### config.mk
export PLATFORM = sky130hd
export DESIGN_NAME = xorshift_share_ctrl
export DESIGN_NICKNAME = d
export VERILOG_FILES = /design/src/rtl/xorshift_share_ctrl.sv
export SDC_FILE = /design/constraint.sdc
export NUM_CORES = 1
export LEC_CHECK = 0
export CAP_MARGIN = 20
export CELL_PAD_IN_SITES_DETAIL_PLACEMENT = 1
export CELL_PAD_IN_SITES_GLOBAL_PLACEMENT = 2
export CORE_UTILIZATION = 34
export DETAILED_ROUTE_END_ITERATION = 8
export PLACE_DENSITY_LB_ADDON = 0.05
export SYNTH_ARGS = -nofsm -noshare
export SYNTH_HDL_FRONTEND = slang
export SYNTH_SLANG_ARGS = --single-unit
### constraint.sdc
create_clock -name clk -period 4.9 [get_ports clk]
set_clock_uncertainty 0.2 [all_clocks]
set_input_delay 0.98 -clock clk [delete_from_list [all_inputs] [get_ports clk]]
set_output_delay 0.98 -clock clk [all_outputs]
set_load 0.1 [all_outputs]
### src/rtl/xorshift_share_ctrl.sv
// Shares one 8-bit xorshift PRNG (<<3, >>5, <<4) among N_REQ requesters.
// Handles seeding, zero-seed guard, warm-up, and round-robin arbitration with one draw per grant.
module xorshift_share_ctrl #(
  parameter int         N_REQ        = 4,
  parameter int         WARMUP_STEPS = 8,
  parameter logic [7:0] RESET_SEED   = 8'h01
) (
  input  logic             clk,
  input  logic             rst_n,
  input  logic             en_i,
  input  logic             seed_load_i,
  input  logic [7:0]       seed_i,
  input  logic [N_REQ-1:0] req_i,
  output logic [N_REQ-1:0] gnt_o,
  output logic [7:0]       rnd_o,
  output logic             busy_o
);

  localparam int             PTR_W    = $clog2(N_REQ);
  localparam logic [7:0]     WARM_CNT = 8'(WARMUP_STEPS);
  localparam logic [PTR_W-1:0] LAST_IDX = PTR_W'(N_REQ - 1);

  typedef enum logic {WARMUP, READY} fsm_t;

  localparam fsm_t LOAD_FSM = (WARMUP_STEPS > 0) ? WARMUP : READY;

  fsm_t             r_fsm;
  logic [7:0]       r_state;
  logic [7:0]       r_cnt;
  logic [PTR_W-1:0] r_ptr;
  logic [N_REQ-1:0] r_gnt;
  logic [7:0]       r_rnd;

  logic             w_found;
  logic [PTR_W-1:0] w_winner;
  logic [PTR_W-1:0] w_idx;

  function automatic logic [7:0] xs_step(input logic [7:0] s);
    logic [7:0] a;
    logic [7:0] b;
    a = s ^ (s << 3);
    b = a ^ (a >> 5);
    return b ^ (b << 4);
  endfunction

  function automatic logic [7:0] seed_guard(input logic [7:0] s);
    return (s == 8'h00) ? 8'h01 : s;
  endfunction

  // Walk from the farthest candidate back to ptr+1 so the nearest requester wins.
  always_comb begin
    w_found  = 1'b0;
    w_winner = '0;
    w_idx    = '0;
    for (int i = N_REQ; i >= 1; i--) begin
      w_idx = PTR_W'((int'(r_ptr) + i) % N_REQ);
      if (req_i[w_idx]) begin
        w_found  = 1'b1;
        w_winner = w_idx;
      end
    end
  end

  always_ff @(posedge clk) begin
    if (!rst_n) begin
      r_fsm   <= LOAD_FSM;
      r_state <= seed_guard(RESET_SEED);
      r_cnt   <= WARM_CNT;
      r_ptr   <= LAST_IDX;
      r_gnt   <= '0;
      r_rnd   <= 8'h00;
    end else if (seed_load_i) begin
      r_fsm   <= LOAD_FSM;
      r_state <= seed_guard(seed_i);
      r_cnt   <= WARM_CNT;
      r_gnt   <= '0;
    end else begin
      case (r_fsm)
        WARMUP: begin
          r_state <= xs_step(r_state);
          r_cnt   <= r_cnt - 8'd1;
          r_gnt   <= '0;
          if (r_cnt <= 8'd1) r_fsm <= READY;
        end
        READY: begin
          if (en_i && w_found) begin
            r_gnt   <= N_REQ'(1) << w_winner;
            r_rnd   <= r_state;
            r_state <= xs_step(r_state);
            r_ptr   <= w_winner;
          end else begin
            r_gnt <= '0;
          end
        end
        default: r_fsm <= READY;
      endcase
    end
  end

  assign gnt_o  = r_gnt;
  assign rnd_o  = r_rnd;
  assign busy_o = (r_fsm == WARMUP);

endmodule
==> results.tsv, run 1 <==
metric	value	unit
utilization after layout	0.441	
CTS Hold Bufs	0	
Syn Inst Count	164	
Critical Setup Path Class	reg -> out	
H-tree depth	2	
fmax	322	MHz
number of max-cap violations	0	
status	finished clean	
Worst Max-Slew Pin Slew	975	ps
most frequent cell after synthesis	dfxtp_1	
hold_ws	277	ps
GPL Wtd Cong	0.725	
Leakage Power	0.745	nW
setup TNS	0	ps
Async S/R FF share, synth	0	
Final setup violation count	0	
post-CTS sizing	0	
core region area	4350	um2
Tmin final	3110	ps
detailed-route via count	1220	
Initial Util	0.354	
total gr overflow	0	
number of global-route vias before repair	1316	
Worst Path Required	3720	ps
Area contributors post-synth	dfxtp_1 40%, a22o_1 5.1%, xnor2_1 5.1%, a21oi_1 3.9%, nor2_1 3.7%	
Setup crit end kind	output pin	
total track usage	0.162	
1st-pass router iterations	4	
mean routed wirelength per cell	14.7	um
Final period util	0.635	
Ports	29	
top_reg_cell synth	dfxtp_1	
total CTS buffers	5	
largest net degree at the start of global routing	22	
fin nets	209	
Power Density	342	nW/um2
cell area after placement	1820	um2
synth unique cells	42	
Post-synth EDFFs	0	
crit-path cells	inv_1 > clkdlybuf4s50_1	
top cell type's share of synthesized area	0.403	
DP HPWL	2.69	mm
Slew Limit Headroom	0.348	
Final ANT Viol Nets	0	
crit path launch	r_fsm	
Peak VDD IR	0.171	mV
Avg Vias per Cell	5.00	
Die Area	4800	um2
FF-to-FF setup slack	3050	ps
share of cells above drive strength 1	0.0938	
RSZ-0062 raised after global routing	no	
PortBufs	28	
CTS Sinks	31	
worst reg2reg endpoint	r_ptr[1]	
Post-Syn Area	1540	um2
Post CTS Setup Buffer Count	0	
Tightest Hold Check Type	reg -> reg	
Worst Path Max Fanout	8	
Clock Latency Late Sink	280	ps
CTS tree	done	
first-pass GRT wire length	6.14	mm
Synth Warn #	0	
Root Driver	clkbuf_8	
Rows	24	
Net Count, Synth	182	
Synth area leader	dfxtp_1	
Final Hold Viols	0	
Final Max Slew Viols	0	
crit path launch type	register	
worst r2r path cells	4	
Post-Layout Inst Area	1920	um2
Seq/Total Area, Yosys	0.403	
Mean Syn Cell Area	9.39	um2
# DRC	0	
Die Y	69.3	um
Final Power	0.000657	W
CP max stage cell	clkdlybuf4s50_1	
initial drt markers	34	
initial antenna violation count	0	
Yosys reg bits	31	
final wirelength	3.58	mm
P&R area growth vs syn	24.5	%
Worst EP arrival	1930	ps
Antenna Cells	0	
worst r2r src	r_fsm	
clk slew on worst S/H paths	60	ps
Largest stage delay, worst path	1130	ps
CP endpoint	busy_o	
Die Wd	69.3	um
most frequent cells after synthesis	31 x dfxtp_1, 15 x nor2_1, 13 x nand2_1, 12 x a21oi_1	
Max clock buf depth	2	
cell type report:
class | instances | area, um2
flip-flops and latches | 31 | 621
repair buffers | 28 | 280
clock buffers | 8 | 100
inverters | 6 | 22.5
multi-input cells | 119 | 830
well taps | 52 | 65.1
fillers | 498 | 2440
sequential cells by signal, summed over array words and instances (netlist names):
name	cells
r_cnt	8
rnd_o	8
r_ptr	2
gnt_o	4
r_state	8
r_fsm	1
report_power, final:
group	total, W	internal (W)	switching [W]
combinational	0.000142	0.0000747	0.0000676
sequential	0.000294	0.000268	0.0000257
clock	0.000220	0.000128	0.0000922
worst min path at each step:
stage	from	end	slack, ps	depth (start not counted)
detailed placement	rnd_o[5]	rnd_o[5]	260	1
global placement	rnd_o[4]	rnd_o[4]	260	1
global route	rnd_o[6]	rnd_o[6]	300	1
finish	rnd_o[6]	rnd_o[6]	280	1
CTS	rnd_o[6]	rnd_o[6]	280	1
floorplan	r_cnt[7]	r_cnt[7]	280	2
worst max-delay path: cells and delay by family (launching register included):
family | cells | cell delay [ps]
flops | 1 | 410
buf+inv | 2 | 1240
metal layers:
metal  global-route usage  vias up  share of wire
li1                     -      628              -
met1                0.178      569           0.45
met2                0.288       18           0.50
met3               0.0509        5          0.041
met4               0.0612        0          0.012
met5                    0        -              0
stage by stage:
stage,cells,setup slack (ps)
floorplan,164,2690
global placement,236,1660
detailed placement,236,1570
CTS,244,1770
global route,244,1680
finish,244,1790
logic make-up after synthesis:
kind of cell | after synthesis | share of synthesized area
compound gates | 45 | 0.210
xor+xnor | 16 | 0.0999
fa+ha+maj | 2 | 0.0162
buf+inv | 14 | 0.0585
flops | 31 | 0.403
mux | 3 | 0.0195
simple gates | 53 | 0.193
placed cells by master (no fill, tap or decap), types with 2 or more instances in the layout:
cell type | synthesis | layout
inv_1 | 6 | 6
nor4_1 | 2 | 2
nor4_2 | 2 | 2
nand2_1 | 13 | 13
nor2b_1 | 2 | 2
nor3_1 | 2 | 2
clkdlybuf4s50_1 | 0 | 28
a31oi_1 | 2 | 2
ha_1 | 2 | 2
o21ai_0 | 3 | 3
a22o_1 | 9 | 9
xor2_1 | 6 | 6
o211a_1 | 2 | 2
o21a_1 | 2 | 2
clkbuf_8 | 1 | 7
mux2i_1 | 3 | 3
nand2b_2 | 2 | 2
o21ai_1 | 5 | 5
dfxtp_1 | 31 | 31
nor2_1 | 15 | 15
a21oi_1 | 12 | 12
nand2b_1 | 5 | 5
o31ai_1 | 4 | 4
o211ai_1 | 3 | 3
xnor2_1 | 9 | 9
Note: power is estimated with default switching activity, not from simulation.
==> run 2: changes to the inputs <==
--- a/config.mk
+++ b/config.mk
@@ -8,7 +8,7 @@
 export CAP_MARGIN = 20
 export CELL_PAD_IN_SITES_DETAIL_PLACEMENT = 1
 export CELL_PAD_IN_SITES_GLOBAL_PLACEMENT = 2
-export CORE_UTILIZATION = 34
+export CORE_UTILIZATION = 31
 export DETAILED_ROUTE_END_ITERATION = 8
 export PLACE_DENSITY_LB_ADDON = 0.05
 export SYNTH_ARGS = -nofsm -noshare
==> constraint.sdc (replaced) <==
create_clock -name clk -period 3.05 [get_ports clk]
set_clock_uncertainty 0.2 [all_clocks]
set_input_delay 0.61 -clock clk [delete_from_list [all_inputs] [get_ports clk]]
set_output_delay 0.61 -clock clk [all_outputs]
set_load 0.1 [all_outputs]
==> results.tsv, run 2 (synthesized netlist as in run 1, its figures left out) <==
metric	value	unit	change
Critical path buffers and inverters	1		-1
Root Driver	clkbuf_8		
Final Hold Viols	0		unchanged
hold_ws	278	ps	+0.947 ps
fin nets	212		+1.4%
Worst Max-Slew Pin Slew	545	ps	-430 ps
CP max stage cell	o41ai_4		
Int Pwr	0.000758	W	+61%
Ports	29		unchanged
Final ANT Viol Nets	0		unchanged
first-pass GRT wire length	6.04	mm	-1.7%
Final Max Slew Viols	0		unchanged
1st-pass router iterations	4		unchanged
Antenna Cells	0		unchanged
Rows	25		+4.2%
status	finished clean		
# DRC	0		unchanged
Clock Latency Late Sink	280	ps	about the same
total track usage	0.150		-0.0114
final wirelength	3.65	mm	+2.1%
CTS Hold Bufs	0		unchanged
Hold Path Origin	rnd_o[3]		
Max clock buf depth	2		unchanged
GPL Wtd Cong	0.769		+6.1%
P_sw	0.000298	W	+61%
Tightest Hold Check Type	reg -> reg		
mean routed wirelength per cell	13.9	um	-4.9%
total gr overflow	0		unchanged
P&R area growth vs syn	25.1	%	
most frequent cells in the layout	31 x dfxtp_1, 16 x buf_4, 15 x nor2_1, 15 x clkdlybuf4s50_1, 13 x nand2_1		
Die Wd	72.5	um	+4.6%
Gate power share	0.218		about the same
Die Area	5250	um2	+9.4%
number of global-route vias before repair	1231		-6.5%
H-tree depth	2		unchanged
DP HPWL	2.73	mm	+1.6%
Largest stage delay, worst path	560	ps	-570 ps
Worst EP arrival	2210	ps	+280 ps
CTS tree	done		
clk slew on worst S/H paths	60	ps	about the same
Leakage Power	0.784	nW	+5.3%
RSZ-0062 raised after global routing	no		
Peak VDD IR	0.256	mV	+50%
share of cells above drive strength 1	0.174		+0.0806
Initial Util	0.324		-0.0298
Power Density	548	nW/um2	+60%
initial drt markers	23		-32%
Post CTS Setup Buffer Count	0		unchanged
crit path launch type	primary input		
Setup crit end kind	register		
initial antenna violation count	0		unchanged
Final period util	0.736		
Avg Vias per Cell	4.78		-4.4%
crit path launch	req_i[1]		
post-CTS sizing	0		unchanged
Largest delay share family, worst path	compound AO/OA/AOI/OAI gates		
share of total power in sequential cells	0.448		about the same
Slew Limit Headroom	0.633		+0.286
CTS Sinks	31		unchanged
Critical Setup Path Class	in -> reg		
Worst Path Max Fanout	11		+3
largest net degree at the start of global routing	21		-4.5%
number of max-cap violations	0		unchanged
Tmin final	2240	ps	
most common cell after layout, fill and taps aside	dfxtp_1		
Final setup violation count	0		unchanged
core region area	4750	um2	+9.2%
Worst Path Required	3020	ps	-700 ps
PortBufs	28		unchanged
total CTS buffers	5		unchanged
fmax	446	MHz	
worst r2r src	r_cnt[0]		
crit-path cells	clkdlybuf4s50_1 > o41ai_4 > nand2b_2 > o211a_1		
Die Y	72.5	um	+4.6%
setup TNS	0	ps	unchanged
clock share of power	0.334		about the same
detailed-route via count	1252		+2.6%
switching power share of the total	0.282		-0.000302
==> run 2: path summary, 6_finish.rpt <==
path / to / slack [ps] / cells past startpoint
worst max-delay path: r_state[5] / 810 / 4
worst min-delay path: rnd_o[3] / 280 / 1
worst max register to register: r_cnt[4] / 1340 / 5
worst min register to register: rnd_o[3] / 280 / 1
==> run 2: stage by stage <==
step,cells,utilization,power [W],cell area [um2],worst slack (ps)
5_1_grt,262,0.405,0.00111,1930,676
2_1_floorplan,164,-,0.000650,1540,1210
6_report,262,0.405,0.00106,1930,806
3_3_place_gp,254,0.384,0.000708,1830,611
4_1_cts,262,0.405,0.00107,1930,825
3_5_place_dp,254,0.384,0.000714,1830,551
==> run 2: power groups by stage <==
stage               clock network, W  logic, W  registers (W)
floorplan                          0  0.000182       0.000468
global placement                   0  0.000226       0.000482
detailed placement                 0  0.000232       0.000482
CTS                         0.000364  0.000234       0.000474
global route                0.000384  0.000254       0.000477
finish                      0.000353  0.000231       0.000473
==> run 2: layer usage <==
metal  track usage  routed length [um]
met5             0                   0
met4        0.0588                  52
met3        0.0431                 116
met2         0.250                1820
met1         0.183                1660
==> run 2: worst register-to-register path: cells and delay by family, from the launching register on <==
family                     cells  cell delay, ps
and+or+nand+nor                2             720
DFF                            1             350
adders and majority gates      1             170
AOI/OAI and AO/OA              1             140
buffers and inverters          1              70
==> run 2: cell type report <==
cell class | count | area (um2)
fillers | 582 | 2830
multi-input cells | 119 | 830
flip-flops and latches | 31 | 621
repair buffers | 31 | 270
clock buffers | 8 | 100
well taps | 67 | 83.8
inverters | 6 | 22.5
==> run 3: changes to the inputs <==
--- a/config.mk
+++ b/config.mk
@@ -8,7 +8,7 @@
 export CAP_MARGIN = 20
 export CELL_PAD_IN_SITES_DETAIL_PLACEMENT = 1
 export CELL_PAD_IN_SITES_GLOBAL_PLACEMENT = 2
-export CORE_UTILIZATION = 31
+export CORE_UTILIZATION = 28
 export DETAILED_ROUTE_END_ITERATION = 8
 export PLACE_DENSITY_LB_ADDON = 0.05
 export SYNTH_ARGS = -nofsm -noshare
==> constraint.sdc (replaced) <==
create_clock -name clk -period 1.8 [get_ports clk]
set_clock_uncertainty 0.2 [all_clocks]
set_input_delay 0.36 -clock clk [delete_from_list [all_inputs] [get_ports clk]]
set_output_delay 0.36 -clock clk [all_outputs]
set_load 0.1 [all_outputs]
==> results.tsv, run 3 (synthesized netlist as in run 1, its figures left out) <==
metric	value	unit	change
mean routed wirelength per cell	14.1	um	+0.85%
Largest stage delay, worst path	460	ps	-100 ps
Tightest Hold Check Type	reg -> reg		
fin nets	225		+6.1%
CTS tree	done		
number of global-route vias before repair	1324		+7.6%
crit path launch type	primary input		
RSZ-0062 raised after global routing	yes		
share of cells above drive strength 1	0.255		+0.0804
Final Max Slew Viols	0		unchanged
hold_ws	329	ps	+50.5 ps
clock share of power	0.363		+0.029
Final Power	0.00194	W	+84%
total CTS buffers	5		unchanged
total gr overflow	0		unchanged
Int Pwr	0.00142	W	+87%
switching power share of the total	0.269		-0.0133
Ports	29		unchanged
Rows	26		+4.0%
Avg Vias per Cell	4.71		-1.5%
P_sw	0.000522	W	+75%
Layout Cells excl Fill	278		+6.1%
clk slew on worst S/H paths	70	ps	about the same
Final Hold Viols	0		unchanged
Initial Util	0.296		-0.0280
number of max-cap violations	0		unchanged
DP HPWL	3.05	mm	+12%
share of total power in sequential cells	0.407		-0.041
Worst Max-Slew Pin Slew	426	ps	-119 ps
placed cells	270		+6.3%
crit path launch	req_i[3]		
fmax	570	MHz	
P&R area growth vs syn	44.2	%	
Slew Limit Headroom	0.713		+0.0798
initial drt markers	59		+160%
Final period util	0.975		
CTS Sinks	31		unchanged
worst r2r src	r_cnt[1]		
most common cell after layout, fill and taps aside	dfxtp_1		
Antenna Cells	0		unchanged
crit-path cells	clkdlybuf4s50_1 > o41ai_4 > buf_4 > nor3_2 > buf_4 > a22o_1		
Die Wd	76.2	um	+5.1%
# DRC	0		unchanged
first-pass GRT wire length	6.41	mm	+6.2%
largest net degree at the start of global routing	21		unchanged
Power Density	874	nW/um2	+59%
Most common cell on crit path	buf_4		
Die Area	5800	um2	+10%
setup TNS	0	ps	unchanged
detailed-route via count	1309		+4.6%
Critical path buffers and inverters	3		+2
Worst Path Max Fanout	6		-5
CTS Hold Bufs	0		unchanged
CP max stage cell	clkdlybuf4s50_1		
Hold Path Origin	r_cnt[7]		
Die Y	76.2	um	+5.1%
Clock Latency Late Sink	280	ps	about the same
total track usage	0.139		-0.0110
Worst Path Required	1770	ps	-1250 ps
Gate power share	0.230		+0.012
initial antenna violation count	0		unchanged
H-tree depth	2		unchanged
Setup crit end kind	register		
core region area	5200	um2	+9.5%
Largest delay share family, worst path	buffers and inverters		
Leakage Power	0.907	nW	+16%
Final ANT Viol Nets	0		unchanged
PortBufs	28		unchanged
GPL Wtd Cong	0.774		+0.66%
Final setup violation count	0		unchanged
final wirelength	3.91	mm	+7.0%
Peak VDD IR	0.350	mV	+36%
Post CTS Setup Buffer Count	0		unchanged
status	finished clean		
1st-pass router iterations	5		+1
most frequent cells in the layout	30 x dfxtp_1, 16 x buf_4, 15 x nor2_1		
Root Driver	clkbuf_8		
Critical Setup Path Class	in -> reg		
Tmin final	1750	ps	
Worst EP arrival	1730	ps	-480 ps
Max clock buf depth	2		unchanged
run 3: cell types whose count changed in the layout (fill, tap and decap cells not counted), sizes merged:
cell           change
buf               +13
bufinv             +1
clkbuf             -2
clkdlybuf4s50      -3
clkinv             +1
dlygate4sd2        +2
dlymetal6s2s       +1
run 3: worst min-delay path, delay by kind of cell (launching register included):
| family | cells | cell delay, ps |
|---|---|---|
| XOR/XNOR | 1 | 70 |
| flip-flops | 1 | 350 |
| AND/OR/NAND/NOR | 1 | 70 |
run 3: layout make-up:
| class | instances | area [um2] |
|---|---|---|
| clock buffer | 6 | 82.6 |
| clock inverter | 2 | 35.0 |
| fill | 604 | 2980 |
| inverter | 6 | 22.5 |
| multi-input combinational | 119 | 841 |
| sequential | 31 | 622 |
| tap | 70 | 87.6 |
| timing repair buffer | 44 | 531 |
run 3: stage by stage:
step	setup slack, ps	instance area [um2]	util
floorplan	173	1540	-
global placement	-290	2090	0.402
detailed placement	-326	2090	0.402
CTS	38.3	2210	0.424
global route	-5.76	2220	0.427
finish	45.1	2220	0.427
run 3: what timing repair did:
| item | CTS | global route |
|---|---|---|
| setup endpoints to repair | 11 | 5 |
| resized for setup | 2 | 6 |
| hold endpoints to repair | 0 | 0 |
| pin swaps | 0 | 0 |
run 3: final timing paths:
path | endpoint | slack (ps) | cells after the start
worst max-delay path | rnd_o[2] | 50 | 6
worst min-delay path | r_cnt[7] | 330 | 2
worst max register to register | r_cnt[4] | 80 | 5
worst min register to register | r_cnt[7] | 330 | 2
run 3: layer usage:
layer | part of all wire | up-vias | GRT usage
li1 | - | 661 | -
met1 | 0.47 | 613 | 0.172
met2 | 0.46 | 30 | 0.231
met3 | 0.046 | 5 | 0.0311
met4 | 0.015 | 0 | 0.0635
met5 | 0 | - | 0
run 3: power groups by stage:
| stage | Sequential, W | Combinational [W] | Clock, W |
|---|---|---|---|
| global placement | 0.000802 | 0.000444 | 0 |
| detailed placement | 0.000805 | 0.000452 | 0 |
| floorplan | 0.000794 | 0.000308 | 0 |
| global route | 0.000797 | 0.000490 | 0.000762 |
| finish | 0.000789 | 0.000447 | 0.000704 |
| CTS | 0.000789 | 0.000452 | 0.000734 |
